<file path="config.mk">
export PLATFORM = sky130hd
export DESIGN_NAME = dp_ram_be
export DESIGN_NICKNAME = d
export VERILOG_FILES = /design/src/rtl/dp_ram_pkg.sv /design/src/rtl/ram_clear_ctrl.sv /design/src/rtl/dp_ram_be.sv
export SDC_FILE = /design/constraint.sdc
export NUM_CORES = 1
export LEC_CHECK = 0
export ABC_AREA = 1
export BUFFER_PORTS_ARGS = -buffer_cell sky130_fd_sc_hd__buf_2
export CELL_PAD_IN_SITES_DETAIL_PLACEMENT = 1
export CELL_PAD_IN_SITES_GLOBAL_PLACEMENT = 2
export CORE_UTILIZATION = 37
export DETAILED_ROUTE_END_ITERATION = 12
export GPL_ROUTABILITY_DRIVEN = 0
export HOLD_SLACK_MARGIN = 0.1
export PLACE_DENSITY_LB_ADDON = 0.15
export SLEW_MARGIN = 30
export SYNTH_ARGS = -nofsm -noshare
export SYNTH_HDL_FRONTEND = slang
export SYNTH_SLANG_ARGS = --single-unit
</file>
<file path="constraint.sdc">
create_clock -name clk -period 2.38 [get_ports clk]
set_clock_uncertainty 0.2 [all_clocks]
set_input_delay 0.476 -clock clk [delete_from_list [all_inputs] [get_ports clk]]
set_output_delay 0.476 -clock clk [all_outputs]
set_load 0.01 [all_outputs]
</file>
<file path="src/rtl/dp_ram_pkg.sv">
// Shared types and helpers for the byte-enable dual-port RAM.
// merge_bytes works on a fixed maximum width; callers extend into it and truncate back out.
package dp_ram_pkg;

  typedef enum logic {
    CLEAR = 1'b0,
    READY = 1'b1
  } clr_state_e;

  localparam int MERGE_MAX_W  = 256;
  localparam int MERGE_MAX_BE = MERGE_MAX_W / 8;

  // Per byte lane: take new_w where be is set, otherwise keep old_w.
  function automatic logic [MERGE_MAX_W-1:0] merge_bytes(
    input logic [MERGE_MAX_W-1:0]  old_w,
    input logic [MERGE_MAX_W-1:0]  new_w,
    input logic [MERGE_MAX_BE-1:0] be
  );
    logic [MERGE_MAX_W-1:0] res;
    res = old_w;
    for (int k = 0; k < MERGE_MAX_BE; k++) begin
      if (be[k]) res[8*k +: 8] = new_w[8*k +: 8];
    end
    return res;
  endfunction

endpackage

</file>
<file path="src/rtl/ram_clear_ctrl.sv">
// Memory-clear sequencer: after reset, walks every address once writing zero,
// then parks in READY until the next reset.
module ram_clear_ctrl
  import dp_ram_pkg::*;
#(
  parameter int DEPTH  = 16,
  parameter int ADDR_W = 4
) (
  input  logic              clk_i,
  input  logic              rst_i,
  output logic              busy_o,
  output logic              clr_we_o,
  output logic [ADDR_W-1:0] clr_addr_o,
  output clr_state_e        state_o
);

  localparam logic [ADDR_W-1:0] LAST_ADDR = ADDR_W'(DEPTH - 1);

  clr_state_e        state_q, state_d;
  logic [ADDR_W-1:0] cnt_q, cnt_d;

  always_ff @(posedge clk_i) begin
    if (rst_i) begin
      state_q <= CLEAR;
      cnt_q   <= '0;
    end else begin
      state_q <= state_d;
      cnt_q   <= cnt_d;
    end
  end

  always_comb begin
    state_d  = state_q;
    cnt_d    = cnt_q;
    clr_we_o = 1'b0;
    if (state_q == CLEAR) begin
      // A reset cycle restarts the walk, so it must not write anything itself.
      clr_we_o = ~rst_i;
      cnt_d    = cnt_q + 1'b1;
      if (cnt_q == LAST_ADDR) begin
        state_d = READY;
        cnt_d   = '0;
      end
    end
  end

  assign busy_o     = (state_q == CLEAR);
  assign clr_addr_o = cnt_q;
  assign state_o    = state_q;

endmodule

</file>
<file path="src/rtl/dp_ram_be.sv">
// Simple dual-port RAM with byte-enable writes, optional output register,
// selectable read-during-write behaviour and a reset-started clear sequence.
module dp_ram_be
  import dp_ram_pkg::*;
#(
  parameter int WIDTH   = 8,
  parameter int DEPTH   = 16,
  parameter int ADDR_W  = 4,
  parameter int OUT_REG = 0,
  parameter int BYPASS  = 1
) (
  input  logic               clk,
  input  logic               rst,
  input  logic               wr_en,
  input  logic [ADDR_W-1:0]  wr_addr,
  input  logic [WIDTH/8-1:0] wr_be,
  input  logic [WIDTH-1:0]   wr_data,
  input  logic               rd_en,
  input  logic [ADDR_W-1:0]  rd_addr,
  output logic [WIDTH-1:0]   rd_data,
  output logic               rd_valid,
  output logic               collision,
  output logic               busy
);

  localparam int              AW1       = ADDR_W + 1;
  localparam logic [ADDR_W:0] DEPTH_LIM = AW1'(DEPTH);

  logic [WIDTH-1:0] mem_q [DEPTH];

  logic              clr_we;
  logic [ADDR_W-1:0] clr_addr;
  clr_state_e        clr_state;

  ram_clear_ctrl #(
    .DEPTH (DEPTH),
    .ADDR_W(ADDR_W)
  ) u_clear (
    .clk_i     (clk),
    .rst_i     (rst),
    .busy_o    (busy),
    .clr_we_o  (clr_we),
    .clr_addr_o(clr_addr),
    .state_o   (clr_state)
  );

  logic user_ok;
  logic wr_in_range, rd_in_range;
  logic wr_fire, rd_fire, rd_collide;
  logic [WIDTH-1:0] wr_merged;

  assign user_ok     = (clr_state == READY) && !rst;
  assign wr_in_range = {1'b0, wr_addr} < DEPTH_LIM;
  assign rd_in_range = {1'b0, rd_addr} < DEPTH_LIM;
  assign wr_fire     = user_ok && wr_en && wr_in_range;
  assign rd_fire     = user_ok && rd_en;
  assign rd_collide  = wr_fire && (wr_addr == rd_addr);

  // The merged word is both what gets stored and what a bypassed read returns.
  assign wr_merged = WIDTH'(merge_bytes(MERGE_MAX_W'(mem_q[wr_addr]),
                                        MERGE_MAX_W'(wr_data),
                                        MERGE_MAX_BE'(wr_be)));

  logic              mem_we;
  logic [ADDR_W-1:0] mem_waddr;
  logic [WIDTH-1:0]  mem_wdata;

  always_comb begin
    mem_we    = 1'b0;
    mem_waddr = wr_addr;
    mem_wdata = wr_merged;
    if (clr_we) begin
      mem_we    = 1'b1;
      mem_waddr = clr_addr;
      mem_wdata = '0;
    end else if (wr_fire) begin
      mem_we = 1'b1;
    end
  end

  always_ff @(posedge clk) begin
    if (mem_we) mem_q[mem_waddr] <= mem_wdata;
  end

  logic [WIDTH-1:0] s1_data_q, s1_data_d;
  logic             s1_valid_q, s1_valid_d;
  logic             s1_coll_q, s1_coll_d;

  always_comb begin
    s1_data_d  = s1_data_q;
    s1_valid_d = rd_fire;
    s1_coll_d  = rd_fire && rd_collide;
    if (rd_fire) begin
      if (!rd_in_range)                    s1_data_d = '0;
      else if (rd_collide && BYPASS != 0)  s1_data_d = wr_merged;
      else                                 s1_data_d = mem_q[rd_addr];
    end
  end

  always_ff @(posedge clk) begin
    if (rst) begin
      s1_data_q  <= '0;
      s1_valid_q <= 1'b0;
      s1_coll_q  <= 1'b0;
    end else begin
      s1_data_q  <= s1_data_d;
      s1_valid_q <= s1_valid_d;
      s1_coll_q  <= s1_coll_d;
    end
  end

  generate
    if (OUT_REG != 0) begin : g_out_reg
      logic [WIDTH-1:0] s2_data_q, s2_data_d;
      logic             s2_valid_q, s2_coll_q;

      assign s2_data_d = s1_valid_q ? s1_data_q : s2_data_q;

      always_ff @(posedge clk) begin
        if (rst) begin
          s2_data_q  <= '0;
          s2_valid_q <= 1'b0;
          s2_coll_q  <= 1'b0;
        end else begin
          s2_data_q  <= s2_data_d;
          s2_valid_q <= s1_valid_q;
          s2_coll_q  <= s1_coll_q;
        end
      end

      assign rd_data   = s2_data_q;
      assign rd_valid  = s2_valid_q;
      assign collision = s2_coll_q;
    end else begin : g_no_out_reg
      assign rd_data   = s1_data_q;
      assign rd_valid  = s1_valid_q;
      assign collision = s1_coll_q;
    end
  endgenerate

endmodule

</file>
# Word-level counts from Yosys, hierarchy flattened
# Memories as Yosys holds them, arrays and structs flattened. A register that Yosys moved wholly into a read port is not among the register bits.
# Cells that the tools add are included.
op_classes:
  n_eq_ne: 2
  n_bitwise: 2
  reduce_logical: 6
  div_mod_pow: 0
  n_shift: 0
  n_lt_le_gt_ge: 0
  n_addsub: 1
  multipliers: 0
  muxes: 11
ops:
  columns: ["operator", "count"]
  rows:
  - ["8-bit two-way mux", 2]
  - ["4-bit two-way mux", 2]
  - ["1-bit two-way mux", 7]
  - ["1-bit logical AND", 5]
  - ["4-bit by 1-bit adder with 4-bit output (second input constant)", 1]
  - ["4-bit == test", 1]
  - ["4-bit == test (second input constant)", 1]
  - ["1-bit inverter", 2]
  - ["1-bit logical NOT", 1]
word_totals:
  out_inout_bits: 11
  ff_bits: 7
  latch_bits: 0
  elab_cells: 27
  inputBits: 21
  romBits: 0
  mem_count: 1
  ramBits: 128
mem_list:
  columns: ["memory", "depth", "word_bits", "read_ports", "rd_ports_with_merged_regs", "wr", "line", "text"]
  rows:
  - ["mem_q", 16, 8, 2, 1, 1, "dp_ram_be.sv:29", "logic [WIDTH-1:0] mem_q [DEPTH];"]

# Longest topological paths before layout
logic_depth:
  ltp_word: 7
  mapped_depth: 13
  mapped_depth_nobuf: 12

# Cells and area by module
# From an unflattened synthesis, not the netlist that was laid out.
hier_totals:
  cells_unflattened: 899
  hier_area_um2: 7408.4
by_module_without_submodules:
  columns: ["mod", "area_each_um2", "instances", "seq_area_each_um2", "cells_each"]
  rows:
  - ["dp_ram_be", 7183.1, 1, 4043.9, 868]
  - ["ram_clear_ctrl", 225.2, 1, 100.1, 31]

# Worst setup path before layout
# OpenSTA, ideal clock, no wires.
synth_timing:
  path_type: "input-to-reg"
  start: "input rst"
  end: "memory mem_q[7][0] (enable)"
  t_required_ns: 1.810
  path_buffers: 0
  cell_stages: 6
  t_arrival_ns: 1.500
  setup_time_ns: 0.370
  setup_slack_ns: 0.309
  path_cell_list: "nor2_2 -> nand2_1 -> and2_1 -> inv_1 -> nand3_1 -> nor2_1"
synth_between:
  elab_chain_cells: 7
  elab_cells_between_ends: 10
  classes_between: "mux (6); bitwise (1); reduce/logical (3)"
synth_lines:
  columns: ["element", "line", "text"]
  rows:
  - ["start, declared", "dp_ram_be.sv:13", "input logic rst,"]
  - ["1-bit logical NOT", "dp_ram_be.sv:52", "assign user_ok = (clr_state == READY) && !rst;"]
  - ["1-bit logical AND", "dp_ram_be.sv:52", null]
  - ["1-bit logical AND", "dp_ram_be.sv:55", "assign wr_fire = user_ok && wr_en && wr_in_range;"]
  - ["1-bit two-way mux", "dp_ram_be.sv:76", "end else if (wr_fire) begin"]
  - ["1-bit two-way mux", "dp_ram_be.sv:72", "if (clr_we) begin"]
  - ["1-bit two-way mux", "dp_ram_be.sv:82", "if (mem_we) mem_q[mem_waddr] <= mem_wdata;"]
  - ["1-bit two-way mux (not written as such)", "dp_ram_be.sv:82", null]
  - ["end, declared", "dp_ram_be.sv:29", null]
# Parallel ways exist; a longest one is shown, timed or not.

# Worst setup path in the final report
layout_timing:
  start: "register u_clear.state_q, in the netlist u_clear.state_o"
  end: "memory mem_q[6][4] (enable)"
layout_between:
  elab_chain_cells: 6
  elab_cells_between_ends: 8
  classes_between: "mux (6); reduce/logical (2)"
layout_lines:
  columns: ["element", "line", "text"]
  rows:
  - ["start, declared", "ram_clear_ctrl.sv:19", "clr_state_e state_q, state_d;"]
  - ["start signal, assigned", "ram_clear_ctrl.sv:27", "state_q <= state_d;"]
  - ["1-bit logical AND", "dp_ram_be.sv:52", null]
  - ["1-bit logical AND", "dp_ram_be.sv:55", null]
  - ["1-bit two-way mux", "dp_ram_be.sv:76", null]
  - ["1-bit two-way mux", "dp_ram_be.sv:72", null]
  - ["1-bit two-way mux", "dp_ram_be.sv:82", null]
  - ["1-bit two-way mux (not written as such)", "dp_ram_be.sv:82", null]
# Parallel ways exist; a longest one is shown, timed or not.

==> reports/metrics.cfg <==
[place]
portBuffers=31
numPlacedInstances=1345
dpl.hpwl_um=19200
dp_slack_ps=-7.10

[finish]
area_delta_synth_final_pct=22.5
fin_util=0.469
post_route_cells_drive_above_1_share=0.153
layout.cells.non_filler=1378
fin_nets=1117
diodes=0

[clocking]
cts.path.max_buffers=2
cts_tree=built
clk_latency_ps=430
cts_sinks=143
cts_root_buf=clkbuf_16
cts_buffers=17
htreeDepth=4
clkSlewWorstSetupHoldPaths_ps=60

[global_route]
grt.total_usage=0.274
antenna_found_initial=0
grt_max_degree=45
grt_pass1_vias=7363
grt_pass1_wl_um=43700
overflow=0

[run_status]
status=complete, no violations

[floorplan]
dieArea_um2=21900
num_rows=52
core_um2=20600
design.portCount=32
chipHeight_um=148
start_util=0.383
die_x_um=148

[yosys]
postSynthAreaPerCell_um2=7.77
yosysUniqueCellTypes=32
synth-seq-cells=143
synth_nets=1035
ys_warn_count=0
ys_seq_area_frac=0.527
synth_cells=1013
netlist_area_um2=7870

[critical_path]
crit_arrival_ps=2070
crit_type=reg2reg
crit_path_start_kind=register
crit_fanout=6
end_kind=register
cp_data_required_time_ps=2310

[hold_path]
holdCritPathClass=in2reg

[timing]
final_max_slew_viol_count=0
hold-worst-slack_ps=120
worst_slew_pin_slew_ps=477
finalSetupTns_ps=0
fmax_ghz=0.468
relSlewSlack=0.681
finalCritPeriodShare=0.898
timing.final.ws_setup_ps=242
rsz0062_at_grt=false
timing.final.crit_period_ps=2140
hold_violations=0
finalSetupViolations=0

[detailed_routing]
drt-total-wl_um=28200
vias=7117
detail-route-antenna-nets=0
avgRoutedWirePerCell_um=20.5
via_per_inst=5.16
drt_iter0_markers=414
drc=0
firstDrtPassIters=6

[power_and_ir_drop]
swShare=0.255
p_switching_uw=1710
p_seq_frac=0.425
p_leak_uw=0.00447
powerDensity_nw_per_um2=694
ir_drop_uv=525
combPwrFrac=0.131
internal-power_uw=4980
clock_power_share=0.444

[run]
cap_violations=0

-- sequential cells by signal, summed over array words and instances (netlist names) --
| signal | count |
|---|---|
| collision | 1 |
| mem_q | 128 |
| rd_data | 8 |
| rd_valid | 1 |
| u_clear.clr_addr_o | 4 |
| u_clear.state_o | 1 |
-- cells by family after synthesis --
kind of cell | after synthesis | synth area share
flops | 143 | 0.527
compound gates | 30 | 0.0251
simple gates | 645 | 0.347
fa+ha+maj | 1 | 0.00159
buf+inv | 194 | 0.0991
-- worst paths after layout --
check                       start                    end  slack [ps]  cells past startpoint
hold / removal                rst  u_clear.clr_addr_o[0]         120                      2
hold reg to reg        rd_data[5]             rd_data[5]         280                      2
setup reg to reg  u_clear.state_o            mem_q[6][4]         240                      8
setup / recovery  u_clear.state_o            mem_q[6][4]         240                      8
-- per-layer routing --
layer,global-route usage,wire (um),vias up
met1,0.350,12700,3520
met5,0,0,-
met4,0.120,922,0
met3,0.0383,816,53
met2,0.462,13800,132
li1,-,-,3412
-- layout by cell type, fill, tap and decap left out, types with 5 or more instances in the layout --
| cell type | netlist | routed |
|---|---|---|
| nand3_1 | 199 | 199 |
| inv_1 | 132 | 131 |
| a21oi_1 | 12 | 12 |
| clkinv_1 | 5 | 6 |
| dfxtp_1 | 15 | 15 |
| buf_2 | 32 | 31 |
| buf_4 | 1 | 66 |
| edfxtp_1 | 128 | 128 |
| buf_12 | 0 | 19 |
| bufinv_16 | 0 | 5 |
| a21oi_2 | 8 | 8 |
| nand2_1 | 398 | 398 |
| clkbuf_16 | 0 | 17 |
| nor2_1 | 34 | 34 |
-- power groups by stage --
stage,clock network [uW],logic (uW),registers (uW)
2_1_floorplan,0,461,2890
3_3_place_gp,0,865,2890
3_5_place_dp,0,875,2890
4_1_cts,3000,882,2840
5_1_grt,3100,951,2850
6_report,2970,875,2840
-- synth_stat cells, drive strengths merged --
master  number  area (um2)
nand2      403        1530
dfxtp       15         300
o211ai       1        7.51
o221ai       1        8.76
and2         1        6.26
buf         38         194
clkinv       5        18.8
o22ai        2        12.5
nor2        37         151
a211oi       1        7.51
nand4        1        6.26
a21oi       20         130
inv        135         507
o21ai        4        23.8
nor4         1        6.26
clkbuf      16        60.1
edfxtp     128        3840
o31ai        1        7.51
nand3      202        1030
ha           1        12.5
-- what timing repair did --
item                                   CTS  global route
endpoints found under the hold margin    1             0
hold buffers                             1             0
setup buffers                            0             0
resized for setup                        0             0
-- cell type report --
cell class,count,area (um2)
repair buffers,117,1040
well taps,270,338
inverters,140,526
flip-flops and latches,143,4140
clock buffers,19,433
fillers,2558,10900
clock inverters,13,210
multi-input cells,676,2940
-- metrics by stage --
step	instance area (um2)	power (uW)
3_5_place_dp	8980	3770
6_report	9640	6690
4_1_cts	9640	6730
2_1_floorplan	7870	3350
3_3_place_gp	8980	3760
5_1_grt	9640	6890
-- worst max-delay path: stages, from the launching register on --
cell     delay [ps]
dfxtp_1         450
nor2_2           90
buf_4           160
nand2_1          80
nand2_1         120
inv_1           100
nand2_1         140
nor2_1          260
buf_4           240
Note: power is estimated with default switching activity, not from simulation.
